--- config.mk ---
export PLATFORM = sky130hd
export DESIGN_NAME = nolinear_seq
export DESIGN_NICKNAME = d
export VERILOG_FILES = /design/src/rtl/nolinear_pkg.sv /design/src/rtl/nolinear_seq.sv
export SDC_FILE = /design/constraint.sdc
export NUM_CORES = 1
export LEC_CHECK = 0
export BUFFER_PORTS_ARGS = -buffer_cell sky130_fd_sc_hd__buf_4
export CAP_MARGIN = 20
export CORE_MARGIN = 4
export CORE_UTILIZATION = 50
export CTS_CLUSTER_SIZE = 30
export DETAILED_ROUTE_END_ITERATION = 10
export HOLD_SLACK_MARGIN = 0.03
export PLACE_DENSITY = 0.91
export SLEW_MARGIN = 20
export SYNTH_ARGS = -nofsm -noshare
export SYNTH_HDL_FRONTEND = slang
export SYNTH_SLANG_ARGS = --single-unit
--- constraint.sdc ---
create_clock -name clk -period 3.8 [get_ports clk]
set_input_delay 0.38 -clock clk [delete_from_list [all_inputs] [get_ports clk]]
set_output_delay 0.38 -clock clk [all_outputs]
set_load 0.02 [all_outputs]
--- src/rtl/nolinear_pkg.sv ---
`default_nettype none
// ============================================================================
// Module  : nolinear_pkg
// Brief   : Mode encodings, per-pass control words and FSM states for the
//           nolinear operation sequencer.
// Revision: 1.0 - initial release
// ============================================================================
package nolinear_pkg;

  localparam int Bf = 8;

  localparam logic [1:0] MODE_SOFTMAX = 2'b00;
  localparam logic [1:0] MODE_GELU    = 2'b01;
  localparam logic [1:0] MODE_SILU    = 2'b10;
  localparam logic [1:0] MODE_ROOT    = 2'b11;

  typedef struct packed {
    logic [2:0] s_in;
    logic       s_mux;
    logic [2:0] s_mult;
    logic       s_add;
    logic       en_add;
    logic       en_mult;
  } ctrl_t;

  // Indexed by mode: softmax, gelu, silu, root.
  localparam ctrl_t CTRL_P1 [4] = '{
    '{3'd0, 1'b0, 3'd1, 1'b0, 1'b0, 1'b1},
    '{3'd2, 1'b1, 3'd3, 1'b0, 1'b1, 1'b0},
    '{3'd5, 1'b1, 3'd5, 1'b0, 1'b0, 1'b1},
    '{3'd3, 1'b1, 3'd0, 1'b0, 1'b1, 1'b1}
  };

  localparam ctrl_t CTRL_P2 [4] = '{
    '{3'd1, 1'b0, 3'd2, 1'b1, 1'b1, 1'b1},
    '{3'd4, 1'b0, 3'd4, 1'b1, 1'b1, 1'b1},
    '{3'd6, 1'b0, 3'd6, 1'b1, 1'b1, 1'b0},
    '{3'd0, 1'b0, 3'd0, 1'b0, 1'b0, 1'b0}
  };

  localparam logic [1:0] NPASS [4] = '{2'd2, 2'd2, 2'd2, 2'd1};

  typedef enum logic [2:0] {
    ST_IDLE    = 3'd0,
    ST_MAXWAIT = 3'd1,
    ST_PASS1   = 3'd2,
    ST_PASS2   = 3'd3,
    ST_DONE    = 3'd4
  } state_t;

endpackage
`default_nettype wire

--- src/rtl/nolinear_seq.sv ---
`default_nettype none
// ============================================================================
// Module  : nolinear_seq
// Brief   : One-at-a-time operation sequencer driving the nolinear datapath
//           controls and capturing its result behind a valid/ready port.
// Revision: 1.0 - initial release
// ============================================================================
module nolinear_seq
  import nolinear_pkg::*;
#(
  parameter int FIX_POINT_WIDTH = 16,
  parameter int DATA_NUM        = 4,
  parameter int PASS_LAT        = 4,
  parameter int MAX_LAT         = 4
) (
  input  logic                                clk,
  input  logic                                rst,
  input  logic                                flush,
  input  logic                                in_valid,
  output logic                                in_ready,
  input  logic [1:0]                          in_mode,
  input  logic [DATA_NUM*FIX_POINT_WIDTH-1:0] in_data,
  output logic [1:0]                          dp_mode,
  output logic [DATA_NUM*FIX_POINT_WIDTH-1:0] dp_in,
  output logic                                dp_valid,
  output logic [2:0]                          dp_s_in,
  output logic                                dp_s_mux,
  output logic [2:0]                          dp_s_mult,
  output logic                                dp_s_add,
  output logic                                dp_en_add,
  output logic                                dp_en_mult,
  input  logic [DATA_NUM*FIX_POINT_WIDTH-1:0] dp_out,
  output logic                                out_valid,
  input  logic                                out_ready,
  output logic [DATA_NUM*FIX_POINT_WIDTH-1:0] out_data,
  output logic [1:0]                          out_mode,
  output logic                                busy
);

  localparam int C_VEC_W = DATA_NUM * FIX_POINT_WIDTH;
  localparam int C_CNT_W = $clog2(((MAX_LAT > PASS_LAT) ? MAX_LAT : PASS_LAT) + 1);
  localparam logic [C_CNT_W-1:0] C_PASS_LAST = C_CNT_W'(PASS_LAT);
  localparam logic [C_CNT_W-1:0] C_MAX_LAST  = C_CNT_W'(MAX_LAT - 1);

  state_t             r_state;
  logic [C_CNT_W-1:0] r_cnt;
  logic [C_VEC_W-1:0] r_data;
  logic [1:0]         r_mode;
  ctrl_t              r_ctrl;
  logic               r_dp_valid;
  logic               r_out_valid;
  logic [C_VEC_W-1:0] r_out_data;
  logic [1:0]         r_out_mode;

  // Controls are loaded with the next state so they are right on the first cycle.
  always_ff @(posedge clk or negedge rst) begin
    if (!rst) begin
      r_state     <= ST_IDLE;
      r_cnt       <= '0;
      r_data      <= '0;
      r_mode      <= '0;
      r_ctrl      <= '0;
      r_dp_valid  <= 1'b0;
      r_out_valid <= 1'b0;
      r_out_data  <= '0;
      r_out_mode  <= '0;
    end else if (flush) begin
      r_state     <= ST_IDLE;
      r_cnt       <= '0;
      r_ctrl      <= '0;
      r_dp_valid  <= 1'b0;
      r_out_valid <= 1'b0;
    end else begin
      case (r_state)
        ST_IDLE: begin
          if (in_valid) begin
            r_data  <= in_data;
            r_mode  <= in_mode;
            r_cnt   <= '0;
            r_ctrl  <= CTRL_P1[in_mode];
            r_state <= (in_mode == MODE_SOFTMAX) ? ST_MAXWAIT : ST_PASS1;
          end
        end
        ST_MAXWAIT: begin
          if (r_cnt == C_MAX_LAST) begin
            r_cnt   <= '0;
            r_state <= ST_PASS1;
          end else begin
            r_cnt <= r_cnt + 1'b1;
          end
        end
        ST_PASS1: begin
          if (r_cnt == C_PASS_LAST) begin
            r_cnt <= '0;
            if (NPASS[r_mode] == 2'd2) begin
              r_state    <= ST_PASS2;
              r_ctrl     <= CTRL_P2[r_mode];
              r_dp_valid <= 1'b1;
            end else begin
              r_state     <= ST_DONE;
              r_ctrl      <= '0;
              r_out_data  <= dp_out;
              r_out_mode  <= r_mode;
              r_out_valid <= 1'b1;
            end
          end else begin
            r_cnt <= r_cnt + 1'b1;
          end
        end
        ST_PASS2: begin
          if (r_cnt == C_PASS_LAST) begin
            r_cnt       <= '0;
            r_state     <= ST_DONE;
            r_ctrl      <= '0;
            r_dp_valid  <= 1'b0;
            r_out_data  <= dp_out;
            r_out_mode  <= r_mode;
            r_out_valid <= 1'b1;
          end else begin
            r_cnt <= r_cnt + 1'b1;
          end
        end
        ST_DONE: begin
          if (out_ready) begin
            r_state     <= ST_IDLE;
            r_out_valid <= 1'b0;
          end
        end
        default: r_state <= ST_IDLE;
      endcase
    end
  end

  assign in_ready   = (r_state == ST_IDLE);
  assign busy       = (r_state != ST_IDLE);
  assign dp_in      = r_data;
  assign dp_mode    = r_mode;
  assign dp_valid   = r_dp_valid;
  assign dp_s_in    = r_ctrl.s_in;
  assign dp_s_mux   = r_ctrl.s_mux;
  assign dp_s_mult  = r_ctrl.s_mult;
  assign dp_s_add   = r_ctrl.s_add;
  assign dp_en_add  = r_ctrl.en_add;
  assign dp_en_mult = r_ctrl.en_mult;
  assign out_valid  = r_out_valid;
  assign out_data   = r_out_data;
  assign out_mode   = r_out_mode;

endmodule
`default_nettype wire

==> results of run 1 <==
==> worst max-delay path, delay by kind of cell, from the launching register on <==
kind                   cells  cell delay [ps]
buffers and inverters      1              690
DFF                        1              570
muxes                      1              410
and+or+nand+nor            2              620
==> state kept, by name, indices dropped and copies added (netlist names) <==
register    flops
dp_in          64
out_valid       1
r_state         3
out_data       64
r_cnt           3
dp_s_mux        1
dp_s_mult       2
out_mode        2
dp_valid        1
dp_mode         2
dp_s_add        1
dp_en_mult      1
dp_en_add       1
dp_s_in         3
==> layout by cell type, fill, tap and decap left out, types with 2 or more instances in the layout <==
master and count:
buf_4 282, clkinvlp_4 2, or2_2 2, nand2_1 9, bufinv_16 4, ha_1 8
nor3_1 4, clkinv_2 5, a2bb2oi_1 2, nand3_1 2, a22oi_1 2, a311oi_1 4
nand2b_1 6, a211oi_1 4, nor3b_1 2, a21oi_1 10, nor2_1 16, mux2_1 40
clkbuf_1 2, o21ai_0 5, inv_1 10, mux2_2 91, clkbuf_16 17, dfrtp_1 149
==> final cells by class <==
type,count,area share
Clock buffer,19,0.0494
Clock inverter,11,0.0183
Inverter,10,0.00429
Multi-Input combinational cell,220,0.236
Sequential cell,149,0.426
Tap cell,143,0.0204
Timing Repair Buffer,284,0.245
==> per-layer routing <==
layer | wire, um | GRT usage | part of all wire | vias up
met2 | 8740 | 0.419 | 0.53 | 229
met4 | 541 | 0.120 | 0.033 | 0
met3 | 1500 | 0.0781 | 0.091 | 48
met5 | 0 | 0 | 0 | -
li1 | - | - | - | 1972
met1 | 5710 | 0.251 | 0.35 | 2157
==> kinds of logic (layout without fill, tap and decap cells) <==
kind of cell | count (synthesis) | in the layout | synth area share
adders and majority gates | 8 | 8 | 0.0168
DFF | 149 | 149 | 0.626
and+or+nand+nor | 49 | 49 | 0.0441
buffers and inverters | 32 | 324 | 0.0290
AOI/OAI and AO/OA | 31 | 31 | 0.0349
muxes | 132 | 132 | 0.249
==> stage by stage <==
stage	utilization	hold WS [ps]
after floorplan	-	84.4
after global placement	0.709	468
after detailed placement	0.709	481
after CTS	0.760	110
after global routing	0.760	121
final	0.760	72.3
==> worst max-delay path by stage <==
stage	slack (ps)	endpoint
after detailed placement	1410	out_data[4]$_DFFE_PN0P_
after global placement	1480	out_data[1]$_DFFE_PN0P_
final	1330	out_data[37]$_DFFE_PN0P_
after global routing	1200	out_data[16]$_DFFE_PN0P_
after floorplan	1870	out_data[22]$_DFFE_PN0P_
after CTS	1380	out_data[4]$_DFFE_PN0P_
==> power by group through the flow <==
stage | registers, mW | logic [mW] | clock network [mW]
global route | 2.18 | 1.80 | 1.80
CTS | 2.14 | 1.72 | 1.73
detailed placement | 2.16 | 1.71 | 0
global placement | 2.13 | 1.66 | 0
floorplan | 2.53 | 0.467 | 0
finish | 2.14 | 1.70 | 1.71
==> results.cfg, run 1 <==
[placement]
place_congestion = 0.843
pre_cts_ws_ps = 1410
numPortBuffers = 280
dpl_cell_area_mm2 = 0.00816
dp_hpwl_mm = 12.2
placed_cells = 806

[setup_path]
reg2reg_depth = 4
slowest_stage = buf_4
cp_data_required_time_ps = 4090
cp_cell_sequence = nand2b_1, nor4_4, buf_4, mux2_1
worstPathArrival_ps = 2750
startpoint_type = register
reg2reg_to = out_data[37]$_DFFE_PN0P_
critPathKind = reg -> reg
end_kind = register
r2r_start = r_state[1]$_DFFE_PN0P_
max_stage_delay_ps = 690
reg2reg_setup_slack_ps = 1330
crit_start = r_state[1]$_DFFE_PN0P_
worst-path-max-fanout = 66

[sta]
setup_ws_ps = 1330
setup_viol = 0
hold_violations = 0
timing.fmax_ghz = 0.406
maxSlewViolCount = 0
slew_headroom = 0.386
setup_tns_ps = 0
worstMarginPinSlew_ps = 921
skew_ps = 4.00
rsz0062_at_grt = false
fin_crit_ps = 2470
finalCritPeriodShare = 0.649

[global_route]
antenna_found_initial = 0
globalRouteOverflowTotal = 0
grt_pass1_vias = 4665
grt_first_pass_wirelength_mm = 24.4
grt_use_total = 0.237
grt_max_degree = 105

[synthesis]
synth_edf_count = 0
synth_nets = 544
synth_top_area_share = 0.626
synth.largest_area_cell = dfrtp_1
ys_types = 34
syn_area_mm2 = 0.00596
async_reset_ff_frac = 1.00
synth_flop_cell = dfrtp_1
synthTopCellsByCount = 149 x dfrtp_1, 91 x mux2_2, 40 x mux2_1, 16 x nor2_1, 12 x buf_2
yosys-top-cells-area = dfrtp_1 63%, mux2_2 17%, mux2_1 7.6%
ys_ff_latch = 149
ys_seq_area_frac = 0.626
synth_warnings = 0
netlist_instances = 401
postSynthAreaPerCell_um2 = 14.9
synth_most_common_cell = dfrtp_1

[layout]
drive_above_1_share = 0.590
stdcell_count = 836
regArea_mm2 = 0.00373
multi_input_area_mm2 = 0.00207
fin_area_mm2 = 0.00876
nFillCells = 686
fin_nets = 825
area_delta_synth_final_pct = 47.0
n_antenna_cell = 0

[power]
swShare = 0.311
pwr_density_cell_mw_per_mm2 = 634
p_sw_mw = 1.72
vdd_drop_max_mv = 0.503
seq_power_share = 0.386
leakage_nw = 4.40
totalPowerFinal_mw = 5.55
combPwrFrac = 0.306
clock_power_share = 0.308
p_int_mw = 3.82

[floorplanning]
die_w_um = 117
die-area_mm2 = 0.0137
start_util = 0.517
die-height_um = 117
core_mm2 = 0.0115
num_rows = 39
pin_count = 281

[clock_network]
clk_pin_slew_ps = 60
cts_resized = 0
cts.sinks = 149
cts_tree = yes
clockBufferDepth = 2
insertion_delay_ps = 420
cts_max_level = 4
cts_buffers = 17
cts-root-buf = clkbuf_16
cts_setup_buffers = 0
ctsHoldBuffers = 0

[routing]
wire_per_inst_um = 19.7
drcViolationCount = 0
detail_route.first_pass.iterations = 4
drtAntennaViolNets = 0
drt_iter0_drc = 238
routed_wl_mm = 16.5
avgViaCountPerCell = 5.27
vias = 4406

[outcome]
outcome = completed

[job]
max_cap_viol_count = 0

[worst_hold_path]
hold_class = in -> async
Power figures use the tool's default switching activity.
==> inputs of run 2 (changes only) <==
ABC_AREA = 1   (was unset)
CORE_UTILIZATION = 47   (was 50)
PLACE_DENSITY = 0.86   (was 0.91)
clock period = 2.5 ns   (was 3.8 ns; I/O delays follow)
==> run 2 against run 1 <==
Net effect: die area increased by 12%; combinational power up 99%; non-clock buffer count is 5 higher; routed wire length is 1.8% higher; global-route usage is 1.9 points lower; clock skew up 2.3 ps; highest routed layer unchanged.
==> results.cfg, run 2 <==
[floorplanning]
die-height_um = 124
pin_count = 281
core_mm2 = 0.0132
die-area_mm2 = 0.0154
num_rows = 42
start_util = 0.480
die_w_um = 124

[routing]
drtAntennaViolNets = 0
drcViolationCount = 0
routed_wl_mm = 16.8
drt_iter0_drc = 343
avgViaCountPerCell = 4.74
wire_per_inst_um = 14.3
vias = 5564
detail_route.first_pass.iterations = 5

[setup_path]
worstPathArrival_ps = 2180
reg2reg_to = out_data[22]$_DFFE_PN0P_
end_kind = register
reg2reg_depth = 8
r2r_start = r_cnt[0]$_DFFE_PN0P_
reg2reg_setup_slack_ps = 610
cp_data_required_time_ps = 2790
crit_start = r_cnt[0]$_DFFE_PN0P_
cp-endpoint = out_data[22]$_DFFE_PN0P_
startpoint_type = register
critPathKind = reg -> reg
worst-path-max-fanout = 80

[clock_network]
cts_tree = yes
clockBufferDepth = 2
cts_setup_buffers = 0
cts_resized = 0
clk_pin_slew_ps = 60
cts_buffers = 17
insertion_delay_ps = 410
cts.sinks = 149
cts-root-buf = clkbuf_16
ctsHoldBuffers = 1
cts_max_level = 4

[sta]
finalCritPeriodShare = 0.757
maxSlewViolCount = 0
timing.fmax_ghz = 0.528
fin_crit_ps = 1890
rsz0062_at_grt = false
slew_headroom = 0.587
hold_violations = 0
skew_ps = 6.32
setup_viol = 0
setup_ws_ps = 607
worstMarginPinSlew_ps = 620
setup_tns_ps = 0
whs_ps = 81.9

[layout]
final_common_cell = buf_4
n_antenna_cell = 0
layout_common_cells = 284 x buf_4, 182 x nand2_1, 149 x dfrtp_1
drive_above_1_share = 0.347
area_delta_synth_final_pct = 44.9
postLayoutCoreUtil = 0.695
nFillCells = 995
fin_nets = 1128

[power]
totalPowerFinal_mw = 9.50
vdd_drop_max_mv = 0.741
leakage_nw = 5.24
pwr_density_cell_mw_per_mm2 = 1040

[synthesis]
synth_nets = 853
synth.largest_area_cell = dfrtp_1
ys_types = 22
postSynthAreaPerCell_um2 = 8.91
synth_flop_cell = dfrtp_1
netlist_instances = 710
synth_warnings = 0
synth_most_common_cell = nand2_1
ys_ff_latch = 149
synth_edf_count = 0
syn_area_mm2 = 0.00633
async_reset_ff_frac = 1.00
synth_top_area_share = 0.589
yosys-top-cells-area = dfrtp_1 59%, nand2_1 11%, o21ai_1 9.2%
ys_seq_area_frac = 0.589
synthTopCellsByCount = 182 x nand2_1, 149 x dfrtp_1, 141 x inv_1, 116 x o21ai_1, 23 x nand3_1

[global_route]
globalRouteOverflowTotal = 0
grt_first_pass_wirelength_mm = 25.7
grt_max_degree = 81
antenna_found_initial = 0
grt_pass1_vias = 5265
grt_use_total = 0.217

[placement]
numPortBuffers = 280
pre_cts_ws_ps = 633
dp_hpwl_mm = 12.7
place_congestion = 0.816

[outcome]
outcome = completed

[worst_hold_path]
hold_class = in -> reg

[job]
max_cap_viol_count = 0
[run 2: how the worst min path moves through the flow]
stage	end	startpoint	slack (ps)	cells past startpoint
detailed placement	out_data[49]$_DFFE_PN0P_	rst	290	1
finish	dp_in[58]$_DFFE_PN0P_	in_data[58]	80	3
global placement	out_data[43]$_DFFE_PN0P_	rst	290	1
global route	dp_in[58]$_DFFE_PN0P_	in_data[58]	60	3
floorplan	dp_en_add$_DFFE_PN0P_	rst	-50	0
CTS	dp_in[58]$_DFFE_PN0P_	in_data[58]	50	3
[run 2: layout make-up]
class,count,area [um2],share of cell area
clock buffers,23,458,0.0500
clock inverters,9,151,0.0165
inverters,147,552,0.0602
multi-input cells,381,1840,0.201
flip-flops and latches,149,3730,0.407
well taps,176,220,0.0240
repair buffers,289,2210,0.242
[run 2: cells by family (layout without fill, tap and decap cells)]
group                      after synthesis  after routing  share of synthesized area
and+or+nand+nor                        229            229                      0.150
buffers and inverters                  180            468                      0.121
DFF                                    149            149                      0.589
AOI/OAI and AO/OA                      144            144                      0.124
adders and majority gates                8              8                     0.0158
[run 2: per-layer routing]
layer	vias to the layer above	share of wire	global-route usage
met1	2528	0.38	0.258
met5	-	0	0
met2	274	0.48	0.352
li1	2736	-	-
met3	26	0.12	0.0890
met4	0	0.022	0.0876
[run 2: worst max-delay path: stages, from the launching register on]
cell and delay, ps:
dfrtp_1 390, inv_1 80, ha_1 150, nand2_1 90, inv_1 140, nand4_4 350, buf_12 350, nand2_1 110
o21ai_1 70
[run 2: through the flow]
stage / cell area (um2) / instances
2_1_floorplan: 6330 / 710
3_5_place_dp: 8540 / 1141
3_3_place_gp: 8540 / 1141
6_report: 9160 / 1174
5_1_grt: 9160 / 1174
4_1_cts: 9160 / 1174
[run 2: power by group]
part	switching [mW]	internal, mW
registers	0.437	3.04
logic	2.00	1.40
clock network	0.935	1.69
total	3.37	6.13
==> inputs of run 3 (changes only) <==
ABC_AREA = 0   (was 1)
CORE_UTILIZATION = 46   (was 47)
PLACE_DENSITY = 0.85   (was 0.86)
clock period = 1.75 ns   (was 2.5 ns; I/O delays follow)
==> run 3 against run 2 <==
Net effect: the run now ends with setup timing left; via count down 3.9%; count of clock-buffer cells in the layout down 3; die area is 3.5% lower; cell count down 12%; global-route usage is 9.0 points higher; sequential share of layout area shrank 6.1 points; routed wire length rose by 39%; maximum frequency increased by 7.2%; utilization is 16 points higher; clock skew is 3.6 ps higher; power up 37%; largest cell class is now non-clock buffers.
==> results.cfg, run 3 (synthesized netlist as in run 1, its figures left out) <==
[outcome]
outcome = finished, violations left
violations = setup timing

[power]
totalPowerFinal_mw = 13.0
seq_power_share = 0.362
swShare = 0.321
p_sw_mw = 4.16
combPwrFrac = 0.329
pwr_density_cell_mw_per_mm2 = 1200
vdd_drop_max_mv = 1.07
leakage_nw = 5.24
clock_power_share = 0.309
p_int_mw = 8.83

[layout]
layout_common_cells = 300 x buf_4, 146 x dfrtp_1, 131 x dlygate4sd3_1
nFillCells = 559
postLayoutCoreUtil = 0.852
area_delta_synth_final_pct = 81.3
fin_area_mm2 = 0.0108
multi_input_area_mm2 = 0.00228
drive_above_1_share = 0.564
final_common_cell = buf_4
fin_nets = 991
regArea_mm2 = 0.00373

[global_route]
grt_first_pass_wirelength_mm = 34.1
antenna_found_initial = 2
grt_max_degree = 58
globalRouteOverflowTotal = 0
grt_use_total = 0.307
grt_pass1_vias = 6032

[clock_network]
cts_tree = yes
cts.sinks = 149
cts_max_level = 4
clk_pin_slew_ps = 60
cts_buffers = 17
cts-root-buf = clkbuf_16
clockBufferDepth = 2
insertion_delay_ps = 420

[routing]
routed_wl_mm = 23.3
avgViaCountPerCell = 5.17
drtAntennaViolNets = 0
wire_per_inst_um = 22.6
drt_iter0_drc = 422
detail_route.first_pass.iterations = 5
vias = 5346
drcViolationCount = 0

[setup_path]
end_kind = register
critPathKind = reg -> reg
reg2reg_setup_slack_ps = -20
cp_data_required_time_ps = 2050
worstPathArrival_ps = 2070
startpoint_type = register
worst-path-max-fanout = 6

[sta]
rsz0062_at_grt = true
slew_headroom = 0.666
skew_ps = 9.93
worstMarginPinSlew_ps = 500
maxSlewViolCount = 0
finalCritPeriodShare = 1.01
setup_viol = 13
hold_violations = 0
setup_ws_ps = -15.7
fin_crit_ps = 1770
timing.fmax_ghz = 0.566

[job]
max_cap_viol_count = 0

[placement]
numPortBuffers = 280
dp_hpwl_mm = 12.5
dpl_cell_area_mm2 = 0.00849
place_congestion = 0.807

[worst_hold_path]
hold_class = in -> reg

[floorplanning]
die-area_mm2 = 0.0148
die-height_um = 122
start_util = 0.470
die_w_um = 122
core_mm2 = 0.0127
pin_count = 281
num_rows = 41
run 3: changes by cell type in the layout (fill, tap and decap cells not counted), sizes merged, moves of 6 or more:
cell / delta
nand2: -177
inv: -136
mux2: +131
o21ai: -131
dlygate4sd3: +130
buf: +30
nand3: -21
nand4: -7
nand2b: +6
run 3: metal layers:
layer  track usage  vias to the layer above  wire (um)
li1              -                     2305          -
met1         0.331                     2647       8270
met2         0.548                      321      12100
met3        0.0896                       73       1980
met4         0.153                        0       1010
met5             0                        -          0
run 3: path summary, 6_finish.rpt:
| path | startpoint | endpoint | depth (start not counted) |
|---|---|---|---|
| min | in_mode[1] | dp_mode[1]$_DFFE_PN0P_ | 2 |
| max reg2reg | r_cnt[0]$_DFFE_PN0P_ | out_data[25]$_DFFE_PN0P_ | 8 |
| min reg2reg | dp_in[24]$_DFFE_PN0P_ | dp_in[24]$_DFFE_PN0P_ | 1 |
| min in group asynchronous | rst | out_data[50]$_DFFE_PN0P_ | 2 |
| max in group asynchronous | rst | out_data[48]$_DFFE_PN0P_ | 3 |
| max | r_cnt[0]$_DFFE_PN0P_ | out_data[25]$_DFFE_PN0P_ | 8 |
run 3: final cells by class:
cell class                      count  share of cell area
Timing Repair Buffer              450               0.360
Sequential cell                   149               0.346
Multi-Input combinational cell    220               0.212
Clock buffer                       20              0.0404
Tap cell                          172              0.0199
Clock inverter                     12              0.0188
Inverter                           10             0.00348
Antenna cell                        2            0.000463
run 3: repair_timing:
action | 4_1_cts | 5_1_grt
gates cloned | 3 | 1
resized for setup | 31 | 41
setup endpoints to repair | 71 | 73
endpoints found under the hold margin | 180 | 0
pin swaps | 3 | 1
buffers inserted | 5 | 0
hold buffers | 131 | 0
run 3: critical path: stages, from the launching register on:
cell and delay (ps):
dfrtp_1 400, inv_2 100, ha_4 150, nand2_4 60, nor4_4 140, buf_4 180
buf_12 140, buf_6 140, mux2_1 330
run 3: per-stage QoR:
stage,setup slack [ps],hold WS [ps],std cells,TNS (ps)
after floorplan,-23.5,-121,401,-941
after global placement,-74.1,148,863,-3300
after detailed placement,-141,156,863,-6740
after CTS,-74.8,47.6,1034,-1260
after global routing,-101,71.2,1035,-2770
final,-15.7,72.8,1035,-88.5
run 3: power groups by stage:
| stage | combinational (mW) | clock (mW) | sequential, mW |
|---|---|---|---|
| 2_1_floorplan | 1.03 | 0 | 5.51 |
| 3_3_place_gp | 3.73 | 0 | 4.60 |
| 3_5_place_dp | 3.82 | 0 | 4.66 |
| 4_1_cts | 4.13 | 3.99 | 4.63 |
| 5_1_grt | 4.50 | 4.18 | 4.77 |
| 6_report | 4.27 | 4.01 | 4.70 |
